[config.mk]
export PLATFORM = sky130hd
export DESIGN_NAME = stamp_inserter
export DESIGN_NICKNAME = d
export VERILOG_FILES = /design/src/rtl/stamp_inserter.sv
export SDC_FILE = /design/constraint.sdc
export NUM_CORES = 1
export LEC_CHECK = 0
export BUFFER_PORTS_ARGS = -buffer_cell sky130_fd_sc_hd__buf_2
export CAP_MARGIN = 20
export CORE_AREA = 3 3 364 366
export CTS_CLUSTER_DIAMETER = 60
export DETAILED_ROUTE_END_ITERATION = 8
export DIE_AREA = 0 0 367 369
export GPL_ROUTABILITY_DRIVEN = 0
export MAX_ROUTING_LAYER = met4
export PLACE_DENSITY = 0.5
export SLEW_MARGIN = 25
export SYNTH_ARGS = -nofsm -noshare
export SYNTH_HDL_FRONTEND = slang
export SYNTH_SLANG_ARGS = --single-unit
export TNS_END_PERCENT = 100
[constraint.sdc]
create_clock -name axi_aclk -period 34.4 [get_ports axi_aclk]
set_input_delay 6.88 -clock axi_aclk [delete_from_list [all_inputs] [get_ports axi_aclk]]
set_output_delay 6.88 -clock axi_aclk [all_outputs]
set_load 0.1 [all_outputs]
[src/rtl/stamp_inserter.sv]
// Receive-path stamp inserter: writes the free-running stamp into tuser of each packet's first beat,
// then forwards the stream through a 2-entry skid FIFO and counts forwarded packets.
module stamp_inserter #(
  parameter int C_S_AXIS_DATA_WIDTH  = 256,
  parameter int C_S_AXIS_TUSER_WIDTH = 128,
  parameter int TIMESTAMP_WIDTH      = 64,
  parameter int TS_TUSER_POS         = 32
) (
  input  logic                                 axi_aclk,
  input  logic                                 axi_reset,
  input  logic [TIMESTAMP_WIDTH-1:0]           stamp_counter,
  input  logic                                 stamp_enable,
  input  logic [C_S_AXIS_DATA_WIDTH-1:0]       s_axis_tdata,
  input  logic [C_S_AXIS_DATA_WIDTH/8-1:0]     s_axis_tstrb,
  input  logic [C_S_AXIS_TUSER_WIDTH-1:0]      s_axis_tuser,
  input  logic                                 s_axis_tvalid,
  output logic                                 s_axis_tready,
  input  logic                                 s_axis_tlast,
  output logic [C_S_AXIS_DATA_WIDTH-1:0]       m_axis_tdata,
  output logic [C_S_AXIS_DATA_WIDTH/8-1:0]     m_axis_tstrb,
  output logic [C_S_AXIS_TUSER_WIDTH-1:0]      m_axis_tuser,
  output logic                                 m_axis_tvalid,
  input  logic                                 m_axis_tready,
  output logic                                 m_axis_tlast,
  output logic [31:0]                          pkt_count
);

  localparam int STRB_WIDTH  = C_S_AXIS_DATA_WIDTH / 8;
  localparam int ENTRY_WIDTH = C_S_AXIS_DATA_WIDTH + STRB_WIDTH + C_S_AXIS_TUSER_WIDTH + 1;

  generate
    if (TS_TUSER_POS + TIMESTAMP_WIDTH > C_S_AXIS_TUSER_WIDTH) begin : g_bad_stamp_pos
      $error("stamp_inserter: stamp field does not fit inside tuser");
    end
  endgenerate

  typedef enum logic {SOF, IN_PKT} state_t;

  state_t                         state_q;
  state_t                         state_d;
  logic [ENTRY_WIDTH-1:0]         mem [2];
  logic                           wr_ptr;
  logic                           rd_ptr;
  logic [1:0]                     count;
  logic [1:0]                     count_d;
  logic                           wr_en;
  logic                           rd_en;
  logic [C_S_AXIS_TUSER_WIDTH-1:0] user_stamped;
  logic [ENTRY_WIDTH-1:0]         wr_entry;
  logic [ENTRY_WIDTH-1:0]         head;

  // Handshakes: a beat moves on a cycle where valid and ready are both 1; valid never waits on ready,
  // and s_axis_tready is a register holding "FIFO not full" for the current cycle.
  assign wr_en = s_axis_tvalid & s_axis_tready;
  assign rd_en = m_axis_tvalid & m_axis_tready;

  always_ff @(posedge axi_aclk) begin
    if (axi_reset) state_q <= SOF;
    else           state_q <= state_d;
  end

  always_comb begin
    state_d = state_q;
    if (wr_en) begin
      case (state_q)
        SOF:     state_d = s_axis_tlast ? SOF : IN_PKT;
        IN_PKT:  state_d = s_axis_tlast ? SOF : IN_PKT;
        default: state_d = SOF;
      endcase
    end
  end

  always_comb begin
    user_stamped = s_axis_tuser;
    if (state_q == SOF && stamp_enable)
      user_stamped[TS_TUSER_POS +: TIMESTAMP_WIDTH] = stamp_counter;
  end

  assign wr_entry = {s_axis_tdata, s_axis_tstrb, user_stamped, s_axis_tlast};

  always_comb begin
    case ({wr_en, rd_en})
      2'b10:   count_d = count + 2'd1;
      2'b01:   count_d = count - 2'd1;
      default: count_d = count;
    endcase
  end

  always_ff @(posedge axi_aclk) begin
    if (axi_reset) begin
      mem[0]        <= '0;
      mem[1]        <= '0;
      wr_ptr        <= 1'b0;
      rd_ptr        <= 1'b0;
      count         <= 2'd0;
      s_axis_tready <= 1'b0;
      pkt_count     <= 32'd0;
    end else begin
      if (wr_en) begin
        mem[wr_ptr] <= wr_entry;
        wr_ptr      <= ~wr_ptr;
      end
      if (rd_en) rd_ptr <= ~rd_ptr;
      count         <= count_d;
      s_axis_tready <= (count_d != 2'd2);
      if (rd_en && m_axis_tlast) pkt_count <= pkt_count + 32'd1;
    end
  end

  // The head entry is only overwritten after it has been read, so it stays stable under backpressure.
  assign head          = mem[rd_ptr];
  assign m_axis_tvalid = (count != 2'd0);
  assign {m_axis_tdata, m_axis_tstrb, m_axis_tuser, m_axis_tlast} = head;

endmodule

==> impl_metrics.json <==
{
  "netlist_instances": 2568,
  "cts_tree": "done",
  "clock-sinks": 873,
  "min_to": "pkt_count[25]$_SDFFE_PP0P_",
  "ys_warn_count": 0,
  "post_cts_buffers": 0,
  "slew_headroom_pct": 30.3,
  "final_common_cell": "buf_2",
  "grt_pass1_wl_mm": 167,
  "postRouteAntennaNets": 0,
  "hold_slack_ns": 0.496,
  "grt.total_usage_pct": 17.0,
  "max_freq_mhz": 92.0,
  "finalHoldViolCount": 0,
  "p_sw_w": 0.00140,
  "crit_type": "reg2out",
  "synth.cell_area_mm2": 0.0379,
  "grt_max_degree": 163,
  "required_ns": 27.52,
  "final_nets": 3938,
  "use_met3_pct": 5.44,
  "post_cts_resized": 0,
  "clock_power_share_pct": 29.8,
  "clkSlewWorstSetupHoldPaths_ns": 0.05,
  "grt_use_met1_pct": 19.5,
  "drive_above_1_share_pct": 43.8,
  "vdd_drop_max_v": 0.0000484,
  "synth-seq-cells": 873,
  "power_leakage_nw": 20.6,
  "drt-total-wl_mm": 117,
  "synth_area_leaders": "edfxtp_1 (66%), mux2_2 (13%), and3_1 (5.9%)",
  "rsz0062_at_grt": "no",
  "synth_largest_area_cell": "edfxtp_1",
  "rows": 132,
  "via_count": 24400,
  "cp_max_fo": 71,
  "finalSetupViolCount": 0,
  "drc": 0,
  "fin_setup_tns_ns": 0,
  "hold_path.class": "reg2reg",
  "p_sw_share_pct": 40.7,
  "dieHeight_um": 369,
  "p_seq_share_pct": 37.0,
  "die_area_mm2": 0.135,
  "p_int_w": 0.00204,
  "synth_cell_types": 40,
  "r2r_start": "s_axis_tready$_SDFF_PP0_",
  "ioPinCount": 937,
  "grt_pass1_vias": 24800,
  "hold_depth": 2,
  "cts_inserted_buffers": 102,
  "drtIter0Drc": 1565,
  "wl_per_cell_um": 21.9,
  "r2r_setup_slack_ns": 29.83,
  "clk_path_buf_depth": 3,
  "finClkSkew_ns": 0.0361,
  "combinationalPowerShare_pct": 33.2,
  "power_density_mw_per_mm2": 72.0,
  "seqCellArea_mm2": 0.0258,
  "layout_common_cells": "buf_2 (936), edfxtp_1 (834), mux2_2 (422), and3_1 (356), and2_1 (353)",
  "area_delta_synth_final_pct": 25.9,
  "root_buffer": "clkbuf_16",
  "cap_violations": 0,
  "initial_core_util_pct": 29.3,
  "crit_arrival_ns": 3.99,
  "r2r-end": "mem[0][199]$_SDFFCE_PN0P_",
  "synth_top_area_share_pct": 66.0,
  "ys_seq_area_share_pct": 68.1,
  "antenna_found_initial": 55,
  "htreeDepth": 3,
  "status": "finished clean",
  "final.period_utilization_pct": 31.6,
  "routed_via_density": 4.59,
  "insertion_delay_ns": 0.70,
  "reg2regPathDepth": 6,
  "endpoint_kind": "primary output",
  "min_from": "pkt_count[25]$_SDFFE_PP0P_",
  "fill_cells": 12800,
  "top_usage_layer": "met2",
  "hpwlAfterDp_mm": 77.8,
  "drv_slew": 0,
  "min_period_ns": 10.87,
  "cts_hold_buf": 0,
  "synth_nets": 3056,
  "worstSetupStartpointType": "register",
  "tightest_slew_ns": 1.05,
  "die_w_um": 367,
  "multi_input_area_mm2": 0.0114,
  "drt_pass1_iterations": 5,
  "syn_area_per_cell_um2": 14.8,
  "met2_usage_pct": 28.2,
  "portBuffers": 936,
  "grt_remaining_overflow": 0,
  "core_mm2": 0.129
}
sequential cells by signal, indices dropped and copies added (netlist names), named ones only:
signal / flops
mem: 834
count: 2
wr_ptr: 1
state_q: 1
pkt_count: 32
s_axis_tready: 1
rd_ptr: 1
critical path, cell delays in order, from the launching register on:
cell and delay, ns:
dfxtp_4 0.67, buf_4 0.88, buf_4 0.88, mux2_2 0.31, buf_2 0.44
per-layer routing:
layer / share of wire, % / vias up
li1: - / 11300
met1: 40 / 12100
met2: 50 / 764
met3: 7.5 / 193
met4: 2.8 / 0
met5: 0 / -
cells by family after synthesis:
kind of cell	Yosys count	share of synthesized area (%)
simple gates	948	14.6
flops	873	68.1
mux	487	14.2
buf+inv	200	1.98
compound gates	48	0.752
xor+xnor	10	0.231
fa+ha+maj	2	0.0660
layout make-up:
cell class / instances / area share, %
diodes: 41 / 0.215
clock buffers: 131 / 5.64
clock inverters: 59 / 1.03
inverters: 5 / 0.0393
multi-input cells: 1495 / 23.9
flip-flops and latches: 873 / 54.1
well taps: 1742 / 4.57
repair buffers: 973 / 10.5
power groups by stage:
stage / registers (W) / clock network (W) / logic (W)
after floorplan: 0.00133 / 0 / 0.000944
after global placement: 0.00130 / 0 / 0.00115
after detailed placement: 0.00130 / 0 / 0.00115
after CTS: 0.00127 / 0.00105 / 0.00115
after global routing: 0.00128 / 0.00110 / 0.00118
final: 0.00127 / 0.00103 / 0.00114
through the flow:
stage	power [W]	setup slack (ns)	area, µm²	utilization (%)	std cells
floorplan	0.00228	6.95	37900	-	2568
global placement	0.00244	23.06	44400	34.3	5085
detailed placement	0.00245	23.05	44400	34.3	5087
CTS	0.00348	23.31	47600	36.8	5277
global route	0.00356	23.22	47700	36.9	5316
finish	0.00344	23.53	47700	36.9	5319
Yosys cell counts, drive strengths merged:
master,instances
mux2i,65
nor4,5
a21o,1
and4,4
nand4bb,1
nand4,9
nand3,15
o211a,1
and3,356
a221oi,1
xnor2,5
or2,1
or4,14
o21bai,1
ha,2
nor4b,1
nand2b,2
or3,11
and2,353
o41ai,2
or4b,2
nor2,149
dfxtp,39
a311oi,1
nand2,13
edfxtp,834
o31ai,7
o211ai,1
xor2,5
o21ai,12
clkbuf,186
inv,5
mux2,422
nor3,5
buf,9
a21oi,21
nor2b,7
worst max path at each step:
stage / from / slack, ns / to / depth (start not counted)
6_report: register / 23.53 / m_axis_tdata[53] / 4
5_1_grt: register / 23.22 / m_axis_tdata[13] / 4
4_1_cts: register / 23.31 / m_axis_tstrb[28] / 4
3_5_place_dp: axi_reset / 23.05 / mem[0][197]$_SDFFCE_PN0P_ / 7
3_3_place_gp: axi_reset / 23.06 / mem[0][185]$_SDFFCE_PN0P_ / 7
2_1_floorplan: s_axis_tvalid / 6.95 / mem[0][0]$_SDFFCE_PN0P_ / 2
No activity file was read; power rests on OpenSTA's default activity.
